### src/rtl/vga_text_console_if.sv
// Byte-stream input and vga character-write port of the text console.
interface vga_text_console_if;
    logic [7:0]  in_data;
    logic        in_valid;
    logic        in_ready;
    logic [7:0]  write_char;
    logic [10:0] write_char_pos;
    logic        write_char_strobe;
    logic [10:0] cursor_pos;

    // Byte producer (CPU bus / UART bridge side)
    modport master (
        output in_data, in_valid,
        input  in_ready, write_char, write_char_pos, write_char_strobe, cursor_pos
    );

    // Console side
    modport slave (
        input  in_data, in_valid,
        output in_ready, write_char, write_char_pos, write_char_strobe, cursor_pos
    );
endinterface

### src/rtl/vga_text_console.sv
// Text console: interprets a byte stream with control codes, tracks a
// row/column cursor and issues single-cycle character writes to the vga core.
module vga_text_console #(
    parameter int unsigned COLS = 80,
    parameter int unsigned ROWS = 25
) (
    input  logic                CLK,
    input  logic                RST_N,
    vga_text_console_if.slave   bus
);

    localparam int unsigned CELLS = COLS * ROWS;

    typedef enum logic {
        IDLE  = 1'b0,
        CLEAR = 1'b1
    } state_t;

    state_t      state_q, state_d;
    logic [10:0] row_q, row_d;
    logic [10:0] col_q, col_d;
    logic [10:0] pos_q, pos_d;
    logic [11:0] clr_q, clr_d;
    logic [7:0]  wchar_q, wchar_d;
    logic [10:0] wpos_q, wpos_d;
    logic        wstb_q, wstb_d;

    logic        accept;
    logic        last_row;
    logic [10:0] nl_row;
    logic [10:0] nl_pos;
    logic [11:0] tab_col;

    assign bus.in_ready          = (state_q == IDLE);
    assign bus.write_char        = wchar_q;
    assign bus.write_char_pos    = wpos_q;
    assign bus.write_char_strobe = wstb_q;
    assign bus.cursor_pos        = pos_q;

    assign accept = bus.in_valid && (state_q == IDLE);

    // Cursor targets for a row advance (LF, tab overflow, end of line), with wrap to top
    always_comb begin
        last_row = (row_q == 11'(ROWS - 1));
        nl_row   = last_row ? '0 : row_q + 11'd1;
        nl_pos   = last_row ? '0 : pos_q + (11'(COLS) - col_q);
        tab_col  = ({1'b0, col_q} | 12'd7) + 12'd1;
    end

    // State, cursor and write-port registers
    always_ff @(posedge CLK or negedge RST_N) begin
        if (!RST_N) begin
            state_q <= IDLE;
            row_q   <= '0;
            col_q   <= '0;
            pos_q   <= '0;
            clr_q   <= '0;
            wchar_q <= '0;
            wpos_q  <= '0;
            wstb_q  <= 1'b0;
        end else begin
            state_q <= state_d;
            row_q   <= row_d;
            col_q   <= col_d;
            pos_q   <= pos_d;
            clr_q   <= clr_d;
            wchar_q <= wchar_d;
            wpos_q  <= wpos_d;
            wstb_q  <= wstb_d;
        end
    end

    // Byte interpretation, clear sweep and next write
    always_comb begin
        state_d = state_q;
        row_d   = row_q;
        col_d   = col_q;
        pos_d   = pos_q;
        clr_d   = clr_q;
        wchar_d = wchar_q;
        wpos_d  = wpos_q;
        wstb_d  = 1'b0;

        unique case (state_q)
            IDLE: begin
                if (accept) begin
                    case (bus.in_data)
                        8'h0A: begin
                            col_d = '0;
                            row_d = nl_row;
                            pos_d = nl_pos;
                        end
                        8'h0D: begin
                            col_d = '0;
                            pos_d = pos_q - col_q;
                        end
                        8'h09: begin
                            if (tab_col >= 12'(COLS)) begin
                                col_d = '0;
                                row_d = nl_row;
                                pos_d = nl_pos;
                            end else begin
                                col_d = tab_col[10:0];
                                pos_d = pos_q + (tab_col[10:0] - col_q);
                            end
                        end
                        8'h08: begin
                            if (col_q != '0) begin
                                col_d   = col_q - 11'd1;
                                pos_d   = pos_q - 11'd1;
                                wstb_d  = 1'b1;
                                wchar_d = 8'h20;
                                wpos_d  = pos_q - 11'd1;
                            end
                        end
                        8'h0C: begin
                            // Cell 0 is written on the accepting edge so the sweep
                            // starts the very next cycle; clr then holds the next cell.
                            state_d = CLEAR;
                            wstb_d  = 1'b1;
                            wchar_d = 8'h20;
                            wpos_d  = '0;
                            clr_d   = 12'd1;
                        end
                        default: begin
                            wstb_d  = 1'b1;
                            wchar_d = bus.in_data;
                            wpos_d  = pos_q;
                            if (col_q == 11'(COLS - 1)) begin
                                col_d = '0;
                                row_d = nl_row;
                                pos_d = nl_pos;
                            end else begin
                                col_d = col_q + 11'd1;
                                pos_d = pos_q + 11'd1;
                            end
                        end
                    endcase
                end
            end
            CLEAR: begin
                if (clr_q == 12'(CELLS)) begin
                    state_d = IDLE;
                    row_d   = '0;
                    col_d   = '0;
                    pos_d   = '0;
                    clr_d   = '0;
                end else begin
                    wstb_d  = 1'b1;
                    wchar_d = 8'h20;
                    wpos_d  = clr_q[10:0];
                    clr_d   = clr_q + 12'd1;
                end
            end
            default: state_d = IDLE;
        endcase
    end

endmodule

### src/flat_wrapper.sv
// flat-port wrapper written by rule: the top's interface ports become plain ports
module vga_text_console_flat 
#(
    parameter int unsigned COLS = 80,
    parameter int unsigned ROWS = 25
)
  (CLK, RST_N, bus_in_data, bus_in_valid, bus_in_ready, bus_write_char, bus_write_char_pos, bus_write_char_strobe, bus_cursor_pos);
  vga_text_console_if bus_i ();
  input  logic CLK;
  input  logic RST_N;
  input wire logic [$bits(bus_i.in_data)-1:0] bus_in_data;
  input wire logic [$bits(bus_i.in_valid)-1:0] bus_in_valid;
  output wire logic [$bits(bus_i.in_ready)-1:0] bus_in_ready;
  output wire logic [$bits(bus_i.write_char)-1:0] bus_write_char;
  output wire logic [$bits(bus_i.write_char_pos)-1:0] bus_write_char_pos;
  output wire logic [$bits(bus_i.write_char_strobe)-1:0] bus_write_char_strobe;
  output wire logic [$bits(bus_i.cursor_pos)-1:0] bus_cursor_pos;
  assign bus_i.in_data = bus_in_data;
  assign bus_i.in_valid = bus_in_valid;
  assign bus_in_ready = bus_i.in_ready;
  assign bus_write_char = bus_i.write_char;
  assign bus_write_char_pos = bus_i.write_char_pos;
  assign bus_write_char_strobe = bus_i.write_char_strobe;
  assign bus_cursor_pos = bus_i.cursor_pos;
  vga_text_console #(.COLS(COLS), .ROWS(ROWS)) u_core (.CLK(CLK), .RST_N(RST_N), .bus(bus_i));
endmodule
### config.mk
export PLATFORM = sky130hd
export DESIGN_NAME = vga_text_console_flat
export DESIGN_NICKNAME = d
export VERILOG_FILES = /design/src/rtl/vga_text_console_if.sv /design/src/rtl/vga_text_console.sv /design/src/flat_wrapper.sv
export SDC_FILE = /design/constraint.sdc
export NUM_CORES = 1
export LEC_CHECK = 0
export ABC_AREA = 0
export CORE_MARGIN = 4
export CORE_UTILIZATION = 61
export CTS_CLUSTER_DIAMETER = 30
export DETAILED_ROUTE_END_ITERATION = 10
export GPL_TIMING_DRIVEN = 0
export HOLD_SLACK_MARGIN = 0.08
export PLACE_DENSITY = 0.82
export SYNTH_ARGS = -nofsm -noshare
export SYNTH_HDL_FRONTEND = slang
export SYNTH_SLANG_ARGS = --single-unit
### constraint.sdc
create_clock -name CLK -period 4.5 [get_ports CLK]
set_clock_uncertainty 0.15 [all_clocks]
set_input_delay 0.45 -clock CLK [delete_from_list [all_inputs] [get_ports CLK]]
set_output_delay 0.45 -clock CLK [all_outputs]
set_load 0.02 [all_outputs]
==> impl_metrics.ini <==
[min_path]
holdPathStages = 2
hp-class = flip-flop to flip-flop

[logic_synthesis]
yosysTopAreaCell = dfrtp_1
synth.distinct_cells = 83
synth-edff-count = 0
post-synth-top-area-fraction_pct = 26.0
yosysWarnings = 0
ys_seq_elements = 66
syn_area_per_cell_sq_um = 7.83
synthArstFlopShare_pct = 100
ys_seq_area_share_pct = 26.0
synth.top_cells.by_area = dfrtp_1 (26%), ha_1 (7.9%), nand2_1 (5.2%), nor2_1 (4.4%), xnor2_1 (4.0%)
syn-cell-area_sq_um = 6340
synth_cells = 810
synth_fp_nets = 869
synth_flop_cell = dfrtp_1

[place]
port_buffers = 42
place_inst = 985
globalplace.congestion = 1.02
place_hpwl_um = 17100

[routing]
drt-wirelength-per-cell_um = 22.9
drt_iter0_markers = 983
wl_um = 22900
drc = 0
drt_pass1_iterations = 6
antenna_left = 0
via_count = 7057
via_per_inst = 7.04

[die]
die-area_sq_um = 12100
core-area_sq_um = 9950
start_util_pct = 63.7
dieWidth_um = 110
die_h_um = 110
num_rows = 36
ios = 43

[cells_and_area]
fin_cells = 1002
seqCellArea_sq_um = 1650
nNetsFinal = 923
drive_above_1_share_pct = 5.98
utilization_pct = 71.9
multi_input_area_sq_um = 4320
final_common_cell = nand2_1
diodes = 0
nFillCells = 821
mostFrequentLayoutCells = nand2_1 (88), nor2_1 (74), dfrtp_1 (66), a21oi_1 (44), o21ai_0 (44)
syn_to_final_growth_pct = 12.9

[timing]
whs_ps = 333
fmax_mhz = 242
final-setup-viol-count = 0
worstMarginPinSlew_ps = 1020
grt_setup_unrepaired = no
slew_headroom_pct = 31.7
hold_violations = 0
layout_min_cycle_time_ps = 4130
period_share_pct = 91.7
final_max_slew_viol_count = 0
tns_ps = 0

[status]
status = finished, final reports clean

[cts]
path_clk_slew_ps = 80
post_cts_buffers = 0
clock_latency_ps = 400
clk_path_buf_depth = 2
cts-buffers-inserted = 9
cts_sinks = 66
htreeDepth = 3
clock-root-buffer = clkbuf_8
ctsResizeCount = 0
cts_tree = built

[setup_path]
r2r_start = u_core.col_q[3]
startpoint = u_core.col_q[3]
worstPathArrival_ps = 4190
path_common_cell = ha_1
cp.required_ps = 4570
worst_setup_path_start_kind = flip-flop
r2r-end = u_core.bus.cursor_pos[10]
reg2reg_depth = 10
cp_max_fo = 10
path_cells = clkbuf_1 -> inv_1 -> ha_1 -> ha_1 -> o311ai_1 -> nand2_1 -> a41oi_1 -> mux2i_1 -> a2111oi_0 -> a32oi_1
slowest_stage = dfrtp_1
path_class = flip-flop to flip-flop
critPathMaxStageDelay_ps = 580
rrSetupSlack_ps = 370
cp-endpoint = u_core.bus.cursor_pos[10]
end_kind = flip-flop

[pwr]
vdd_ir_drop_max_v = 0.000465
p_per_area_nw_per_um2 = 727
power.leakage_nw = 2.97
combPwrFrac_pct = 69.2
clkPwrFrac_pct = 11.4
switching_share_pct = 51.1
internal_power_mw = 2.55
p_sw_mw = 2.66
p_seq_share_pct = 19.4

[global_route]
grt_pass1_wl_um = 35400
grt_remaining_overflow = 0
grt_max_degree = 67
grt_antenna_before_repair = 0
grt_usage_pct = 39.0
first_global_vias = 6684

[run]
max-cap-violations = 0
==> stage by stage <==
stage | instance area (sq um) | setup slack [ps] | power, mW
after global routing | 7160 | 226 | 5.54
final | 7160 | 374 | 5.21
after global placement | 6930 | 442 | 4.39
after detailed placement | 6930 | 236 | 4.48
after floorplan | 6340 | 1170 | 3.49
after CTS | 7160 | 533 | 5.09
==> cell usage after synthesis (5+ instances only) <==
| cell | instances |
|---|---|
| nand2_1 | 88 |
| nor2_1 | 74 |
| dfrtp_1 | 66 |
| a21oi_1 | 44 |
| o21ai_0 | 44 |
| ha_1 | 40 |
| inv_1 | 40 |
| o21ai_1 | 34 |
| clkbuf_1 | 33 |
| xnor2_1 | 29 |
| nor3_1 | 26 |
| nand3_1 | 22 |
| and3_1 | 16 |
| xor2_1 | 16 |
| nand4_1 | 15 |
| a31oi_1 | 14 |
| o31ai_1 | 11 |
| a21o_1 | 10 |
| nor4_1 | 10 |
| a221oi_1 | 9 |
| a211oi_1 | 8 |
| fa_1 | 8 |
| or3_1 | 8 |
| buf_2 | 7 |
| o211ai_1 | 7 |
| o21a_1 | 7 |
| a221o_1 | 6 |
| nor2b_1 | 6 |
| o221ai_1 | 6 |
| a22o_1 | 5 |
| mux2i_1 | 5 |
| o41ai_1 | 5 |
==> flip-flops by register name, indices dropped and copies added, names as in the netlist <==
register / count
u_core.bus.write_char_strobe: 1
u_core.clr_q: 12
u_core.bus.write_char_pos: 11
u_core.state_q: 1
u_core.col_q: 11
u_core.bus.write_char: 8
u_core.bus.cursor_pos: 11
u_core.row_q: 11
==> layout make-up <==
| class | instances | area share [%] |
|---|---|---|
| well taps | 133 | 2.32 |
| flip-flops and latches | 66 | 23.1 |
| plain buffers | 49 | 3.01 |
| clock inverters | 7 | 1.40 |
| clock buffers | 9 | 1.73 |
| inverters | 41 | 2.15 |
| repair buffers | 43 | 5.98 |
| multi-input cells | 654 | 60.3 |
==> worst max-delay path: cells and delay by family, from the launching register on <==
kind,cells,cell delay [ps]
flip-flops,1,580
AO/OA/AOI/OAI,4,1430
AND/OR/NAND/NOR,1,240
multiplexers,1,160
adder cells (fa/ha/maj),2,700
buffers and inverters,2,680
==> logic make-up (layout without fill, tap and decap cells) <==
| kind of cell | after synthesis | after routing | share of synthesized area, % |
|---|---|---|---|
| mux | 8 | 8 | 1.32 |
| compound gates | 249 | 249 | 26.5 |
| flops | 66 | 66 | 26.0 |
| buf+inv | 90 | 149 | 5.82 |
| xor+xnor | 45 | 45 | 6.22 |
| fa+ha+maj | 48 | 48 | 10.4 |
| simple gates | 304 | 304 | 23.7 |
==> layer usage <==
| layer | vias up | part of all wire (%) | GRT usage (%) |
|---|---|---|---|
| met3 | 121 | 11 | 9.57 |
| met5 | - | 0 | 0 |
| met4 | 0 | 5.9 | 23.2 |
| li1 | 3087 | - | - |
| met1 | 3315 | 38 | 48.7 |
| met2 | 534 | 45 | 60.7 |
==> worst min path at each step <==
stage	end	startpoint
after detailed placement	u_core.bus.write_char[3]	u_core.bus.write_char[3]
final	u_core.bus.write_char[3]	u_core.bus.write_char[3]
after CTS	u_core.bus.write_char[3]	u_core.bus.write_char[3]
after global placement	u_core.bus.write_char[3]	u_core.bus.write_char[3]
after floorplan	u_core.bus.cursor_pos[0]	RST_N
after global routing	u_core.bus.write_char[2]	u_core.bus.write_char[2]
==> power by group through the flow <==
| stage | clock network (mW) | registers, mW | logic [mW] |
|---|---|---|---|
| after floorplan | 0 | 1.04 | 2.45 |
| after global placement | 0 | 0.997 | 3.39 |
| after detailed placement | 0 | 1.00 | 3.48 |
| after CTS | 0.595 | 0.994 | 3.50 |
| after global routing | 0.622 | 1.03 | 3.89 |
| final | 0.593 | 1.01 | 3.60 |
==> timing repair <==
action,4_1_cts,5_1_grt
hold endpoints to repair,66,0
setup endpoints to repair,0,0
hold buffers,1,0
No activity file was read; power rests on OpenSTA's default activity.
